===== config.mk =====
export PLATFORM = sky130hd
export DESIGN_NAME = synth_voice_controller
export DESIGN_NICKNAME = d
export VERILOG_FILES = /design/src/rtl/synth_voice_controller.sv
export SDC_FILE = /design/constraint.sdc
export NUM_CORES = 1
export LEC_CHECK = 0
export CAP_MARGIN = 0
export CELL_PAD_IN_SITES_DETAIL_PLACEMENT = 1
export CELL_PAD_IN_SITES_GLOBAL_PLACEMENT = 2
export CORE_MARGIN = 4
export CORE_UTILIZATION = 44
export DETAILED_ROUTE_END_ITERATION = 10
export PLACE_DENSITY = 0.85
export SLEW_MARGIN = 15
export SYNTH_ARGS = -nofsm -noshare
export SYNTH_HDL_FRONTEND = slang
export SYNTH_SLANG_ARGS = --single-unit

===== constraint.sdc =====
create_clock -name clk -period 4.85 [get_ports clk]
set_clock_uncertainty 0.05 [all_clocks]
set_input_delay 0.97 -clock clk [delete_from_list [all_inputs] [get_ports clk]]
set_output_delay 0.97 -clock clk [all_outputs]
set_load 0.03 [all_outputs]

===== src/rtl/synth_voice_controller.sv =====
// synth_voice_controller: button-to-channel control with a tempo-timed demo sequencer.
// Define SYNTH_DEMO_LOOP_EN to repeat the demo song until aborted.
module synth_voice_controller #(
  parameter int NUM_CHANNELS = 4,
  parameter int PITCH_W      = 12,
  parameter int SONG_DEPTH   = 32,
  parameter int DUR_W        = 4,
  parameter int TICK_DIV     = 6250000,
  parameter int BASE_PITCH   = 212,
  localparam int ADDR_W      = $clog2(SONG_DEPTH)
) (
  input  logic                            clk,
  input  logic                            rst,
  input  logic [NUM_CHANNELS-1:0]         btn_keys,
  input  logic                            btn_wave,
  input  logic                            btn_mode,
  input  logic                            wr_en,
  input  logic [ADDR_W-1:0]               wr_addr,
  input  logic [PITCH_W+DUR_W-1:0]        wr_data,
  input  logic [ADDR_W:0]                 song_len,
  output logic [NUM_CHANNELS-1:0]         channel_ena,
  output logic [NUM_CHANNELS*PITCH_W-1:0] pitches,
  output logic [NUM_CHANNELS*2-1:0]       waveforms,
  output logic                            demo_active,
  output logic [ADDR_W-1:0]               step_addr
);

  localparam int TICK_W = $clog2(TICK_DIV);

  typedef enum logic [1:0] {PLAY, FETCH, NOTE, GAP} state_t;

  state_t state, state_nxt;

  logic [NUM_CHANNELS-1:0] keys_q;
  logic                    wave_q;
  logic                    mode_q;
  logic [NUM_CHANNELS-1:0] key_edge;
  logic                    wave_edge;
  logic                    mode_edge;
  logic                    abort;

  logic [1:0]              wave_type;
  logic [1:0]              wave_nxt;

  logic [ADDR_W-1:0]       step;
  logic [ADDR_W-1:0]       step_nxt;
  logic [ADDR_W:0]         step_inc;

  logic [PITCH_W+DUR_W-1:0] mem [SONG_DEPTH];
  logic [PITCH_W+DUR_W-1:0] rd_data;
  logic [PITCH_W-1:0]       rd_pitch;
  logic [PITCH_W-1:0]       pitch_q;
  logic [DUR_W-1:0]         dur_q;
  logic [PITCH_W-1:0]       cur_pitch;

  logic [TICK_W-1:0]       tick_cnt;
  logic                    tick_done;
  logic [DUR_W-1:0]        dur_cnt;
  logic [DUR_W-1:0]        dur_last_val;
  logic                    dur_last;

  logic [NUM_CHANNELS-1:0]         ena_d;
  logic [NUM_CHANNELS*PITCH_W-1:0] pitches_d;

  assign key_edge  = btn_keys & ~keys_q;
  assign wave_edge = btn_wave & ~wave_q;
  assign mode_edge = btn_mode & ~mode_q;
  assign abort     = mode_edge | (|key_edge);
  assign wave_nxt  = wave_type + {1'b0, wave_edge};

  assign step_inc     = {1'b0, step} + (ADDR_W+1)'(1);
  assign step_addr    = step;
  assign rd_pitch     = rd_data[PITCH_W+DUR_W-1:DUR_W];
  assign tick_done    = (tick_cnt == TICK_W'(TICK_DIV - 1));
  assign dur_last_val = (dur_q == '0) ? '0 : dur_q - DUR_W'(1);
  assign dur_last     = (dur_cnt == dur_last_val);
  // On the FETCH->NOTE edge the note is still in rd_data, not yet latched.
  assign cur_pitch    = (state == FETCH) ? rd_pitch : pitch_q;

  always_ff @(posedge clk) begin
    if (rst) begin
      state     <= PLAY;
      step      <= '0;
      keys_q    <= '0;
      wave_q    <= 1'b0;
      mode_q    <= 1'b0;
      wave_type <= 2'd0;
    end else begin
      state     <= state_nxt;
      step      <= step_nxt;
      keys_q    <= btn_keys;
      wave_q    <= btn_wave;
      mode_q    <= btn_mode;
      wave_type <= wave_nxt;
    end
  end

  always_comb begin
    state_nxt = state;
    step_nxt  = step;
    unique case (state)
      PLAY: begin
        if (mode_edge && song_len != '0) begin
          state_nxt = FETCH;
          step_nxt  = '0;
        end
      end
      FETCH: state_nxt = NOTE;
      NOTE: begin
        if (tick_done && dur_last) state_nxt = GAP;
      end
      GAP: begin
        if (tick_done) begin
          if (step_inc >= song_len) begin
`ifdef SYNTH_DEMO_LOOP_EN
            state_nxt = (song_len != '0) ? FETCH : PLAY;
`else
            state_nxt = PLAY;
`endif
            step_nxt  = '0;
          end else begin
            state_nxt = FETCH;
            step_nxt  = step_inc[ADDR_W-1:0];
          end
        end
      end
      default: state_nxt = PLAY;
    endcase
    if (state != PLAY && abort) begin
      state_nxt = PLAY;
      step_nxt  = '0;
    end
  end

  // Read address follows the next step so data is ready during FETCH.
  always_ff @(posedge clk) begin
    if (wr_en) mem[wr_addr] <= wr_data;
    rd_data <= mem[step_nxt];
  end

  always_ff @(posedge clk) begin
    if (rst) begin
      pitch_q <= '0;
      dur_q   <= '0;
    end else if (state == FETCH) begin
      pitch_q <= rd_pitch;
      dur_q   <= rd_data[DUR_W-1:0];
    end
  end

  always_ff @(posedge clk) begin
    if (rst) begin
      tick_cnt <= '0;
      dur_cnt  <= '0;
    end else if (state_nxt != state) begin
      tick_cnt <= '0;
      dur_cnt  <= '0;
    end else if (state == NOTE || state == GAP) begin
      tick_cnt <= tick_done ? '0 : tick_cnt + TICK_W'(1);
      if (tick_done) dur_cnt <= dur_cnt + DUR_W'(1);
    end
  end

  always_comb begin
    ena_d     = '0;
    pitches_d = '0;
    unique case (1'b1)
      (state_nxt == PLAY): begin
        ena_d = btn_keys;
        for (int i = 0; i < NUM_CHANNELS; i++)
          pitches_d[i*PITCH_W +: PITCH_W] = PITCH_W'(BASE_PITCH >> i);
      end
      (state_nxt == NOTE): begin
        ena_d[0]              = (cur_pitch != '0);
        pitches_d[PITCH_W-1:0] = cur_pitch;
      end
      default: ;
    endcase
  end

  always_ff @(posedge clk) begin
    if (rst) begin
      channel_ena <= '0;
      pitches     <= '0;
      waveforms   <= '0;
      demo_active <= 1'b0;
    end else begin
      channel_ena <= ena_d;
      pitches     <= pitches_d;
      waveforms   <= {NUM_CHANNELS{wave_nxt}};
      demo_active <= (state_nxt != PLAY);
    end
  end

endmodule


=== Yosys cells after proc, flatten, opt, wreduce, memory -nomap -nowiden ===
Memories as Yosys holds them, arrays and structs flattened. A register that Yosys moved wholly into a read port is not among the register bits.
Index checks and enable logic that the tools add are counted.

* Register bits after elaboration: 119
* Memory bits (writable): 512
* Bits of input ports: 36
* Output and inout port bits: 66
* Word-level logic and storage cells: 71
* Memories kept: 1

{| class="wikitable"
|+ Memories
! name !! depth !! width !! read ports !! clocked after memory_dff !! wr ports !! line !! text
|-
| mem || 32 || 16 || 1 || 1 || 1 || 49 || <nowiki>logic [PITCH_W+DUR_W-1:0] mem [SONG_DEPTH];</nowiki>
|}

* Add/sub/neg operators: 5
* $lt $le $gt $ge: 1
* Equality and inequality tests: 7
* Multiplexer cells: 19
* Bitwise operators: 8
* Reductions and logical operators: 15

{| class="wikitable"
|+ Operators with widths
! operator !! count
|-
| 29-bit 2-to-1 mux || 1
|-
| 12-bit case mux with 2 select lines || 1
|-
| 23-bit by 1-bit adder with 23-bit output (second input constant) || 1
|-
| 23-bit equality test (second input constant) || 1
|-
| 23-bit 2-to-1 mux || 1
|-
| 5-bit 2-to-1 mux || 4
|-
| 12-bit 2-to-1 mux || 1
|-
| 12-bit nonzero test || 1
|-
| 5-bit case mux with 2 select lines || 1
|-
| 2-bit 2-to-1 mux || 4
|-
| 2-bit case mux with 4 select lines || 1
|-
| 5-bit by 1-bit adder with 6-bit output (second input constant) || 1
|-
| 2-bit equality test (second input constant) || 3
|-
| 6-bit >= comparator || 1
|-
| 6-bit nonzero test || 1
|-
| 4-bit by 1-bit adder with 4-bit output (second input constant) || 1
|-
| 4-bit bitwise AND || 1
|-
| 4-bit equality test || 1
|-
| 2-bit zero test || 2
|-
| 4-bit zero test || 1
|-
| 4-bit 2-to-1 mux || 1
|-
| 4-bit inverter || 1
|-
| 2-bit nonzero test || 2
|-
| 2-bit OR reduction || 2
|-
| other kinds (13) || 20
|}

=== Depth between registers and ports, before layout ===
Gate-level depths: netlist (run 1).

* Depth after elaboration: 10
* Gate-level depth with buffers: 17
* Gate-level depth less buffers: 13

=== Worst setup path after synthesis (run 1) ===
OpenSTA, ideal clock, no wires.

* Path kind: register to register
* From: reg step[0], in the netlist step_addr[0]
* To: reg rd_data[0] (read register of mem)
* Setup time: 0.086 ns
* Arrival: 3.742 ns
* Data required time: 4.714 ns
* Setup slack: 0.972 ns
* Cell stages (with the launch flop): 15
* Buffers on the path: 2
* Period minus slack after synthesis: 3.878 ns
* Path through: dfxtp_1 -> ha_1 -> nand3_1 -> xnor2_1 -> ha_1 -> a21o_1 -> a211oi_1 -> a21boi_1 -> nand3_1 -> a21oi_1 -> buf_2 -> buf_1 -> mux2_2 -> a22o_1 -> a211oi_1

* Word-level cells in the longest chain between the ends: 6
* Elaborated cells on any way between the ends: 7
* Classes of those cells: add/sub: 1; order compare: 1; mux: 5

{| class="wikitable"
|+ RTL lines
! what !! line !! text
|-
| start, declared || 45 || <nowiki>logic [ADDR_W-1:0] step;</nowiki>
|-
| start signal, assigned || 90 || <nowiki>step <= step_nxt;</nowiki>
|-
| 5-bit by 1-bit adder with 6-bit output || 71 || <nowiki>assign step_inc = {1'b0, step} + (ADDR_W+1)'(1);</nowiki>
|-
| 6-bit >= comparator || 114 || <nowiki>if (step_inc >= song_len) begin</nowiki>
|-
| 5-bit 2-to-1 mux || 114 ||
|-
| 5-bit 2-to-1 mux || 113 || <nowiki>if (tick_done) begin</nowiki>
|-
| 5-bit case mux with 2 select lines (*) || 101 || <nowiki>unique case (state)</nowiki>
|-
| 5-bit 2-to-1 mux (*) || 129 || <nowiki>if (state != PLAY && abort) begin</nowiki>
|-
| end, declared || 50 || <nowiki>logic [PITCH_W+DUR_W-1:0] rd_data;</nowiki>
|}

Every way passes the cells marked *; elsewhere a longest branch is shown, timed or not.
A chain may end at the register's enable or synchronous reset.

=== Worst setup path after layout (run 1) ===
* From: reg step[1], in the netlist step_addr[1]
* To: reg rd_data[4] (read register of mem)

The elaborated chain is that of the path after synthesis.

==> results of run 1 <==
## flip-flops by register name (all words and copies together), names as in the netlist
name and flops:
channel_ena 4, demo_active 1, dur_cnt 4, dur_q 4
keys_q 4, mem 512, mode_q 1, pitch_q 12
pitches 13, rd_data 16, state 2, step_addr 5
tick_cnt 23, wave_q 1, wave_type 1, waveforms 1
## how the worst max path moves through the flow
stage,cells after the start,slack (ns),endpoint
4_1_cts,15,0.32,rd_data[4]
2_1_floorplan,14,0.97,rd_data[0]
3_5_place_dp,14,0.06,rd_data[4]
5_1_grt,15,0.01,rd_data[4]
3_3_place_gp,14,0.27,rd_data[4]
6_report,15,0.29,rd_data[4]
## critical path, delay by kind of cell (launching register included)
kind / cells / cell delay, ns
AND/OR/NAND/NOR: 2 / 0.38
multiplexers: 1 / 0.22
adder cells (fa/ha/maj): 2 / 0.63
AO/OA/AOI/OAI: 7 / 1.80
flip-flops: 1 / 0.49
XOR/XNOR: 1 / 0.27
buffers and inverters: 2 / 0.52
## Yosys cell counts, types with 7 or more instances
master	n
sky130_fd_sc_hd__a211o_1	16
sky130_fd_sc_hd__a211oi_1	8
sky130_fd_sc_hd__a211oi_2	10
sky130_fd_sc_hd__a21oi_1	13
sky130_fd_sc_hd__a221oi_1	15
sky130_fd_sc_hd__a22o_1	33
sky130_fd_sc_hd__a31oi_1	32
sky130_fd_sc_hd__and2_1	7
sky130_fd_sc_hd__and3_1	21
sky130_fd_sc_hd__buf_2	28
sky130_fd_sc_hd__buf_4	49
sky130_fd_sc_hd__clkbuf_1	33
sky130_fd_sc_hd__dfxtp_1	92
sky130_fd_sc_hd__edfxtp_1	512
sky130_fd_sc_hd__ha_1	14
sky130_fd_sc_hd__inv_1	12
sky130_fd_sc_hd__mux2_2	63
sky130_fd_sc_hd__mux2i_1	178
sky130_fd_sc_hd__nand2_1	137
sky130_fd_sc_hd__nand2b_1	10
sky130_fd_sc_hd__nand3_1	99
sky130_fd_sc_hd__nand3b_1	7
sky130_fd_sc_hd__nand4_1	22
sky130_fd_sc_hd__nor2_1	105
sky130_fd_sc_hd__nor2b_1	12
sky130_fd_sc_hd__nor3_1	8
sky130_fd_sc_hd__o21ai_0	23
sky130_fd_sc_hd__xnor2_1	16
sky130_fd_sc_hd__xor2_1	15
## kinds of logic (layout without fill, tap and decap cells)
| kind of cell | count (synthesis) | count (layout) | share of synthesized area, % |
|---|---|---|---|
| buffers and inverters | 134 | 284 | 3.11 |
| other | 1 | 25 | 0.0152 |
| AOI/OAI and AO/OA | 184 | 184 | 5.74 |
| and+or+nand+nor | 469 | 469 | 9.39 |
| adders and majority gates | 14 | 14 | 0.710 |
| DFF | 604 | 604 | 69.8 |
| muxes | 242 | 242 | 10.1 |
| xor gates and xnor gates | 31 | 31 | 1.10 |
## metrics by stage
step	cell area, um2	hold slack [ns]	std cells
finish	28400	0.427	2601
global route	28400	0.465	2601
CTS	28400	0.435	2601
detailed placement	26400	0.427	2485
global placement	26400	0.407	2485
floorplan	24800	0.391	1703
## routing by layer
metal,vias up,wire length (um),GRT usage [%]
li1,6558,-,-
met1,7754,29400,31.6
met2,536,32500,36.7
met3,96,4460,3.19
met4,0,1590,5.72
met5,-,0,0
## power breakdown
part | total (mW) | leakage (nW) | internal, mW | switching [mW]
sequential | 5.76 | 5.37 | 5.72 | 0.0412
clock | 4.72 | 0.991 | 2.74 | 1.98
combinational | 0.584 | 3.99 | 0.190 | 0.395
## layout make-up
class | instances | share of cell area (%)
clock buffer | 86 | 5.92
clock inverter | 30 | 1.14
inverter | 12 | 0.158
multi-input combinational | 965 | 23.9
sequential | 604 | 60.6
tap | 748 | 3.29
timing repair buffer | 156 | 5.01
==> parameters.txt, run 1 <==
Parameter                              Value

Outcome
  Status ... finished, final reports clean

Synth
  Cell types with the largest area share after synthesis ... sky130_fd_sc_hd__edfxtp_1 (62%), sky130_fd_sc_hd__dfxtp_1 (7.5%), sky130_fd_sc_hd__mux2i_1 (7.2%)
  Synthesized cell area ... 0.0247 mm2
  Number of enable-type register cells in the synthesized netlist ... 512
  Biggest area consumer among synthesized cells ... sky130_fd_sc_hd__edfxtp_1
  Library cells used by synthesis ... 73
  Synth async-reset ratio ... 0%
  Primary flip-flop cell chosen by synthesis mapping ... sky130_fd_sc_hd__edfxtp_1
  Number of storage elements in the synthesis netlist ... 604
  Average size of a mapped cell ... 14.7 um2
  Part of the Yosys area used for sequential elements ... 69.8%
  Warnings from Yosys ... 0
  Area share of the largest cell type after synthesis ... 62.3%
  Post-synthesis instance total ... 1679

Routing
  Initial DRC count ... 1395
  Wire per inst ... 26.1 um
  DR DRC count ... 0
  Via total after detailed routing ... 14900
  Antenna-violating nets left ... 0
  Routed wire length ... 67900 um
  Number of iterations in the first detailed-routing pass ... 5
  Vias per Instance ... 5.75

Cells and area
  Reg area ... 0.0172 mm2
  Net total in the final layout ... 1850
  Most frequent cells in the layout ... sky130_fd_sc_hd__edfxtp_1 (512), sky130_fd_sc_hd__mux2i_1 (178), sky130_fd_sc_hd__nand2_1 (137)
  Layout-stage area growth over the synthesis result ... 15.3%
  Most frequent standard cell in the layout excluding fill and tap cells ... sky130_fd_sc_hd__edfxtp_1
  Total area of multi-input combinational cells ... 0.00680 mm2
  Inserted Diodes ... 0
  Layout Utilization ... 51.4%
  Fill cell instance count of the final layout ... 5394
  Share of post-route cells with drive strength above 1 ... 15.1%

Power
  PwrDens ... 389 mW/mm2
  Leakage power of the design ... 10.3 nW
  VDD IR-drop max ... 0.000279 V
  Power, Total ... 11.1 mW

Clocking
  Clock insertion delay at the later pin of the skew report ... 0.63 ns
  Post-cts repair resize count ... 0
  TritonCTS clock tree ... yes
  Longest Clk Path Bufs ... 3
  Number of buffers inserted during clock tree synthesis ... 61
  Total setup buffers inserted after CTS ... 0
  CTS sink count ... 604
  Number of buffers inserted by hold repair at cts ... 0
  H-tree levels ... 2
  Clock root buffer master ... sky130_fd_sc_hd__clkbuf_16
  CTS clk-pin slew, worst paths ... 0.06 ns

Setup path
  Crit path kind ... flip-flop to flip-flop
  Sort of element at the end of the critical path ... flip-flop
  Worst setup path start ... step_addr[1]
  RR Startpoint ... step_addr[1]
  CP cell instances ... ha_1 -> nand3_1 -> xnor2_1 -> ha_1 -> a21o_1 -> a211oi_1 -> a21boi_1 -> nand3_1 -> a21oi_4 -> buf_12 -> buf_4 -> mux2i_1 -> a221oi_1 -> a31oi_1 -> a211oi_2
  Peak per-stage delay on the critical path ... 0.49 ns
  Worst endpoint data arrival time ... 5.01 ns
  Required time at the endpoint of the critical path ... 5.30 ns
  Worst reg2reg path depth ... 15
  Capturing point of the worst reg2reg path ... rd_data[4]
  Setup slack of the most critical reg-to-reg path ... 0.29 ns
  Startpoint class of the critical path ... flip-flop
  Worst path slowest cell ... sky130_fd_sc_hd__dfxtp_1
  Maximum net fanout on the critical path ... 39

Floorplanning
  Placeable Area ... 0.0553 mm2
  Overall die width ... 245 um
  Rows ... 86
  Die Footprint ... 0.0599 mm2
  I/O Pins ... 102
  Effective utilization at floorplan ... 44.6%
  Die Y-Extent ... 245 um

Placed design
  Number of port buffers ... 76
  Final HPWL from detailed placement ... 43400 um
  Global placer's final weighted congestion ... 0.854
  Post-place setup slack ... 0.0620 ns

Global routing
  Number of global-route vias before repair ... 15300
  Overall fraction of global-route tracks in use ... 22.3%
  Initial antenna violation count ... 0
  Global-route wire length before repair ... 101000 um
  Final global-route overflow total ... 0
  Pin count of the biggest net entering global routing ... 88

Timing
  Number of hold-slack violations in the final timing report ... 0
  Actual slew at the worst max-slew pin ... 0.922 ns
  Minimum period implied by the final worst setup slack ... 4.56 ns
  Max Clk Rate ... 219 MHz
  Slew Limit Headroom ... 38.5%
  Pins over their slew limit ... 0
  Sum of negative setup slack ... 0 ns
  Final setup fails ... 0
  Unrepaired setup endpoints after global routing ... no
  Share of the clock period used by the worst path after layout ... 94.0%
  Worst setup margin ... 0.293 ns

Worst hold path
  Cell depth of the worst min-delay path ... 2
  HP Start ... tick_cnt[1]
  Class of the most critical hold timing path ... flip-flop to flip-flop
  Worst hold endpoint ... tick_cnt[1]

Flow run
  Max-cap violation count ... 0
Note: power is estimated with default switching activity, not from simulation.
==> inputs of run 2 (changes only) <==
- CELL_PAD_IN_SITES_DETAIL_PLACEMENT: 1 -> unset
- CELL_PAD_IN_SITES_GLOBAL_PLACEMENT: 2 -> unset
- CORE_UTILIZATION: 44 -> 60
- CTS_CLUSTER_SIZE: unset -> 20
- GPL_TIMING_DRIVEN: unset -> 0
==> run 2 against run 1 <==
Via count rose by 0.23%. First-iteration DRC count up 18%. Clock-buffer cell count shrank 6. Largest power group unchanged. Non-clock buffer count up 50. Hold slack lost 0.0033 ns. Core utilization rose by 18 points. Highest routed layer unchanged. Cell count is 6.6% lower. Register-to-register slack worse by 0.09 ns. Fmax down 1.9%. Largest cell class unchanged.
==> parameters.txt, run 2 (synthesis gave the netlist of run 1 again) <==
Parameter                              Value

Routing
  Routed wire length ... 58500 um (was 67900 um)
  Antenna-violating nets left ... 0 (unchanged)
  Wire per inst ... 24.1 um (was 26.1 um)
  DR DRC count ... 0 (unchanged)
  Initial DRC count ... 1649 (was 1395)
  Number of iterations in the first detailed-routing pass ... 8 (was 5)
  Via total after detailed routing ... 15000 (was 14900)
  Vias per Instance ... 6.17 (was 5.75)

Power
  VDD IR-drop max ... 0.000311 V (was 0.000279 V)
  Leakage power of the design ... 10.4 nW (was 10.3 nW)
  PwrDens ... 384 mW/mm2 (was 389 mW/mm2)

Clocking
  TritonCTS clock tree ... yes (unchanged)
  CTS clk-pin slew, worst paths ... 0.06 ns (about the same)
  CTS sink count ... 604 (unchanged)
  Clock insertion delay at the later pin of the skew report ... 0.62 ns (was 0.63 ns)
  Number of buffers inserted by hold repair at cts ... 0 (unchanged)
  Clock root buffer master ... sky130_fd_sc_hd__clkbuf_16 (unchanged)
  Longest Clk Path Bufs ... 3 (unchanged)
  H-tree levels ... 2 (unchanged)
  Number of buffers inserted during clock tree synthesis ... 58 (was 61)

Setup path
  Worst reg2reg path depth ... 14 (was 15)
  Worst endpoint data arrival time ... 5.07 ns (was 5.01 ns)
  Maximum net fanout on the critical path ... 10 (was 39)
  Sort of element at the end of the critical path ... flip-flop (unchanged)
  Required time at the endpoint of the critical path ... 5.28 ns (was 5.30 ns)
  Crit path kind ... flip-flop to flip-flop (unchanged)
  Startpoint class of the critical path ... flip-flop (unchanged)

Cells and area
  Top flop regs ... mem: 512 flops, tick_cnt: 23 flops, rd_data: 16 flops (unchanged)
  Net total in the final layout ... 1897 (was 1850)
  Most frequent standard cell in the layout excluding fill and tap cells ... sky130_fd_sc_hd__edfxtp_1 (unchanged)
  Share of post-route cells with drive strength above 1 ... 17.8% (was 15.1%)
  Reg with most FFs ... mem (unchanged)
  Flip-flop count of the largest register after layout ... 512 (unchanged)
  Most frequent cells in the layout ... sky130_fd_sc_hd__edfxtp_1 (512), sky130_fd_sc_hd__mux2i_1 (178), sky130_fd_sc_hd__nand2_1 (137) (unchanged)
  Post-route insts no fill ... 2429 (was 2601)
  Area of all placed cells without fillers ... 0.0282 mm2 (was 0.0284 mm2)
  Layout-stage area growth over the synthesis result ... 14.4% (was 15.3%)

Timing
  Minimum period implied by the final worst setup slack ... 4.65 ns (was 4.56 ns)
  Unrepaired setup endpoints after global routing ... no (unchanged)
  Max Clk Rate ... 215 MHz (was 219 MHz)
  Actual slew at the worst max-slew pin ... 1.22 ns (was 0.922 ns)
  Final setup fails ... 0 (unchanged)
  Sum of negative setup slack ... 0 ns (unchanged)
  Worst setup margin ... 0.204 ns (was 0.293 ns)
  Pins over their slew limit ... 0 (unchanged)
  Share of the clock period used by the worst path after layout ... 95.8% (was 94.0%)
  Slew Limit Headroom ... 18.1% (was 38.5%)
  Number of hold-slack violations in the final timing report ... 0 (unchanged)

Floorplanning
  Die Footprint ... 0.0444 mm2 (was 0.0599 mm2)
  I/O Pins ... 102 (unchanged)
  Placeable Area ... 0.0407 mm2 (was 0.0553 mm2)
  Overall die width ... 211 um (was 245 um)
  Die Y-Extent ... 211 um (was 245 um)
  Rows ... 74 (was 86)
  Effective utilization at floorplan ... 60.5% (was 44.6%)

Placed design
  Post-place setup slack ... -0.435 ns (was 0.0620 ns)
  Global placer's final weighted congestion ... 0.911 (was 0.854)
  Final HPWL from detailed placement ... 38100 um (was 43400 um)
  Dpl cells ... 2319 (was 2485)
  Number of port buffers ... 76 (unchanged)
  Cell Area, Placed ... 0.0263 mm2 (was 0.0264 mm2)

Global routing
  Number of global-route vias before repair ... 14900 (was 15300)
  Final global-route overflow total ... 0 (unchanged)
  Global-route wire length before repair ... 88000 um (was 101000 um)
  Initial antenna violation count ... 0 (unchanged)
  Pin count of the biggest net entering global routing ... 33 (was 88)
  Overall fraction of global-route tracks in use ... 26.1% (was 22.3%)

Flow run
  Max-cap violation count ... 0 (unchanged)

Outcome
  Status ... finished, final reports clean (unchanged)

Worst hold path
  Cell depth of the worst min-delay path ... 2 (unchanged)
  Class of the most critical hold timing path ... flip-flop to flip-flop (unchanged)
run 2: through the flow:
step / utilization, % / hold WS (ns) / power [mW]
2_1_floorplan: - / 0.391 / 6.20
3_3_place_gp: 64.3 / 0.395 / 6.44
3_5_place_dp: 64.6 / 0.417 / 6.46
4_1_cts: 69.2 / 0.425 / 10.9
5_1_grt: 69.2 / 0.463 / 11.1
6_report: 69.3 / 0.423 / 10.8
run 2: critical path, stage by stage (launching register included):
cell	delay, ns
sky130_fd_sc_hd__dfxtp_1	0.52
sky130_fd_sc_hd__ha_1	0.33
sky130_fd_sc_hd__nand3_1	0.13
sky130_fd_sc_hd__xnor2_1	0.24
sky130_fd_sc_hd__ha_1	0.29
sky130_fd_sc_hd__a21o_1	0.20
sky130_fd_sc_hd__a211oi_1	0.28
sky130_fd_sc_hd__a21boi_2	0.31
sky130_fd_sc_hd__nand3_1	0.18
sky130_fd_sc_hd__a21oi_1	0.21
sky130_fd_sc_hd__clkbuf_4	0.35
sky130_fd_sc_hd__buf_2	0.36
sky130_fd_sc_hd__mux2_2	0.40
sky130_fd_sc_hd__a22o_1	0.29
sky130_fd_sc_hd__a211oi_1	0.38
run 2: what timing repair did:
| item | 4_1_cts | 5_1_grt |
|---|---|---|
| cloned | 0 | 0 |
| setup buffers | 0 | 0 |
| endpoints found under the setup margin | 8 | 16 |
| resized for setup | 2 | 12 |
run 2: layout make-up:
type	instances	area (um2)
Sequential cell	604	17200
Fill cell	2598	12500
Multi-Input combinational cell	965	6870
Clock buffer	80	1580
Timing Repair Buffer	84	787
Buffer	122	733
Tap cell	532	666
Clock inverter	29	312
Inverter	12	45.0
Antenna cell	1	2.50
run 2: path summary, 6_finish.rpt:
| kind | from | end | slack [ns] |
|---|---|---|---|
| worst max-delay path | step_addr[0] | rd_data[14] | 0.20 |
| worst min-delay path | tick_cnt[1] | tick_cnt[1] | 0.42 |
| worst max register to register | step_addr[0] | rd_data[14] | 0.20 |
| worst min register to register | tick_cnt[1] | tick_cnt[1] | 0.42 |
run 2: metal layers:
| layer | part of all wire (%) | vias to the layer above | track usage (%) |
|---|---|---|---|
| li1 | - | 6650 | - |
| met3 | 11 | 151 | 5.09 |
| met4 | 4.5 | 0 | 11.4 |
| met2 | 47 | 915 | 42.0 |
| met5 | 0 | - | 0 |
| met1 | 38 | 7263 | 35.1 |
run 2: where the power goes:
part / total, mW / internal [mW] / switching [mW]
logic: 0.596 / 0.213 / 0.383
registers: 5.76 / 5.72 / 0.0394
clock network: 4.47 / 2.60 / 1.87
total: 10.8 / 8.53 / 2.29
==> inputs of run 3 (changes only) <==
- CORE_ASPECT_RATIO: unset -> 0.9
==> run 3 against run 2 <==
Sequential cell count unchanged. Combinational power increased by 1%. Register-to-register slack worse by 0.05 ns. First-iteration DRC count grew 35%. Critical path type unchanged. Sequential power about the same. Highest routed layer is now met5.
==> parameters.txt, run 3 (synthesis gave the netlist of run 1 again) <==
Parameter                              Value

Worst hold path
  Worst hold endpoint ... tick_cnt[1] (unchanged)
  Cell depth of the worst min-delay path ... 2 (unchanged)
  Class of the most critical hold timing path ... flip-flop to flip-flop (unchanged)
  HP Start ... tick_cnt[1] (unchanged)

Floorplanning
  Die Footprint ... 0.0444 mm2 (about the same)
  Effective utilization at floorplan ... 60.7% (was 60.5%)
  I/O Pins ... 102 (unchanged)
  Rows ... 70 (was 74)
  Overall die width ... 222 um (was 211 um)
  Placeable Area ... 0.0406 mm2 (was 0.0407 mm2)
  Die Y-Extent ... 200 um (was 211 um)

Clocking
  Number of buffers inserted during clock tree synthesis ... 54 (was 58)
  Clock insertion delay at the later pin of the skew report ... 0.59 ns (was 0.62 ns)
  H-tree levels ... 2 (unchanged)
  Clock root buffer master ... sky130_fd_sc_hd__clkbuf_16 (unchanged)
  Number of buffers inserted by hold repair at cts ... 0 (unchanged)
  CTS sink count ... 604 (unchanged)
  Longest Clk Path Bufs ... 3 (unchanged)
  TritonCTS clock tree ... yes (unchanged)
  Total setup buffers inserted after CTS ... 0 (unchanged)
  CTS clk-pin slew, worst paths ... 0.06 ns (about the same)

Cells and area
  Inserted Diodes ... 0 (was 1)
  Most frequent standard cell in the layout excluding fill and tap cells ... sky130_fd_sc_hd__edfxtp_1 (unchanged)
  Top flop regs ... mem: 512 flops, tick_cnt: 23 flops, rd_data: 16 flops (unchanged)
  Most frequent cells in the layout ... sky130_fd_sc_hd__edfxtp_1 (512), sky130_fd_sc_hd__mux2i_1 (178), sky130_fd_sc_hd__nand2_1 (137) (unchanged)
  Reg with most FFs ... mem (unchanged)
  Area of all placed cells without fillers ... 0.0281 mm2 (was 0.0282 mm2)
  Net total in the final layout ... 1891 (was 1897)
  Share of post-route cells with drive strength above 1 ... 17.2% (was 17.8%)
  Flip-flop count of the largest register after layout ... 512 (unchanged)
  Layout Utilization ... 69.1% (was 69.3%)
  Layout-stage area growth over the synthesis result ... 13.9% (was 14.4%)

Routing
  Routed wire length ... 59600 um (was 58500 um)
  Vias per Instance ... 6.27 (was 6.17)
  Wire per inst ... 24.6 um (was 24.1 um)
  Number of iterations in the first detailed-routing pass ... 6 (was 8)
  DR DRC count ... 0 (unchanged)
  Antenna-violating nets left ... 0 (unchanged)
  Initial DRC count ... 2233 (was 1649)
  Via total after detailed routing ... 15200 (was 15000)

Timing
  Final setup fails ... 0 (unchanged)
  Pins over their slew limit ... 0 (unchanged)
  Unrepaired setup endpoints after global routing ... no (unchanged)
  Number of hold-slack violations in the final timing report ... 0 (unchanged)
  Minimum period implied by the final worst setup slack ... 4.70 ns (was 4.65 ns)
  Max Clk Rate ... 213 MHz (was 215 MHz)
  Sum of negative setup slack ... 0 ns (unchanged)
  Actual slew at the worst max-slew pin ... 0.973 ns (was 1.22 ns)
  Share of the clock period used by the worst path after layout ... 96.8% (was 95.8%)
  Slew Limit Headroom ... 35.1% (was 18.1%)

Flow run
  Max-cap violation count ... 0 (unchanged)

Global routing
  Pin count of the biggest net entering global routing ... 33 (unchanged)
  Initial antenna violation count ... 2 (was 0)
  Global-route wire length before repair ... 88600 um (was 88000 um)
  Overall fraction of global-route tracks in use ... 25.9% (was 26.1%)
  Final global-route overflow total ... 0 (unchanged)
  Number of global-route vias before repair ... 14700 (was 14900)

Setup path
  RR Startpoint ... step_addr[0] (unchanged)
  Worst endpoint data arrival time ... 5.10 ns (was 5.07 ns)
  Worst reg2reg path depth ... 16 (was 14)
  Setup slack of the most critical reg-to-reg path ... 0.15 ns (was 0.20 ns)
  Required time at the endpoint of the critical path ... 5.25 ns (was 5.28 ns)
  Startpoint class of the critical path ... flip-flop (unchanged)
  Maximum net fanout on the critical path ... 10 (unchanged)
  Capturing point of the worst reg2reg path ... rd_data[9] (was rd_data[14])
  Sort of element at the end of the critical path ... flip-flop (unchanged)
  Crit path kind ... flip-flop to flip-flop (unchanged)

Power
  PwrDens ... 379 mW/mm2 (was 384 mW/mm2)
  Power, Total ... 10.6 mW (was 10.8 mW)
  VDD IR-drop max ... 0.000359 V (was 0.000311 V)
  Leakage power of the design ... 10.3 nW (was 10.4 nW)

Placed design
  Number of port buffers ... 76 (unchanged)
  Cell Area, Placed ... 0.0263 mm2 (about the same)
  Global placer's final weighted congestion ... 0.985 (was 0.911)
  Final HPWL from detailed placement ... 38000 um (was 38100 um)

Outcome
  Status ... finished, final reports clean (unchanged)
==> run 3: cell types whose count changed in the layout (fill, tap and decap cells not counted), sizes merged <==
cell,change
clkinv,+2
clkinvlp,+2
clkdlybuf4s50,-1
inv,-1
diode,-1
bufinv,-2
buf,+1
clkbuf,-12
==> run 3: what timing repair did <==
action                                  4_1_cts  5_1_grt
endpoints found under the setup margin        7       15
pin swaps                                     0        0
gates resized for setup                       3       13
==> run 3: layout make-up <==
type | instances | area [um2]
tap | 540 | 676
clock buffer | 70 | 1540
timing repair buffer | 82 | 771
inverter | 12 | 45.0
fill | 2572 | 12600
buffer | 122 | 734
sequential | 604 | 17200
clock inverter | 30 | 243
multi-input combinational | 965 | 6860
==> run 3: how the worst max path moves through the flow <==
stage / startpoint / to
after floorplan: step_addr[0] / rd_data[0]
after global routing: step_addr[0] / rd_data[13]
after detailed placement: song_len[4] / rd_data[14]
after CTS: step_addr[0] / rd_data[10]
after global placement: song_len[4] / rd_data[15]
final: step_addr[0] / rd_data[9]
==> run 3: report_power, final <==
group          switching, mW  internal (mW)
clock                   1.85           2.44
combinational          0.390          0.213
sequential            0.0397           5.72
==> run 3: critical path, cell delays in order (launching register included) <==
cell and delay (ns):
sky130_fd_sc_hd__dfxtp_1 0.51, sky130_fd_sc_hd__ha_1 0.34, sky130_fd_sc_hd__xor2_1 0.15, sky130_fd_sc_hd__ha_1 0.32, sky130_fd_sc_hd__nand2_1 0.05, sky130_fd_sc_hd__o21ai_0 0.37
sky130_fd_sc_hd__a21bo_2 0.27, sky130_fd_sc_hd__nor2_4 0.06, sky130_fd_sc_hd__o21ai_1 0.13, sky130_fd_sc_hd__buf_2 0.30, sky130_fd_sc_hd__buf_6 0.27, sky130_fd_sc_hd__buf_2 0.34
sky130_fd_sc_hd__buf_1 0.47, sky130_fd_sc_hd__nand2_1 0.12, sky130_fd_sc_hd__nand3_1 0.11, sky130_fd_sc_hd__nand4_1 0.27, sky130_fd_sc_hd__a211oi_2 0.44
==> run 3: stage by stage <==
| stage | instances | worst slack [ns] | hold slack, ns |
|---|---|---|---|
| 2_1_floorplan | 1703 | 0.972 | 0.391 |
| 3_3_place_gp | 2319 | -0.240 | 0.400 |
| 3_5_place_dp | 2325 | -0.365 | 0.414 |
| 4_1_cts | 2425 | 0.0317 | 0.430 |
| 5_1_grt | 2425 | 0.0491 | 0.453 |
| 6_report | 2425 | 0.153 | 0.430 |
==> run 3: per-layer routing <==
layer	global-route usage, %	part of all wire (%)	wire length [um]
met1	35.9	38	22600
met2	40.1	45	26900
met3	5.96	12	6990
met4	11.0	5.2	3120
met5	0	0.032	19
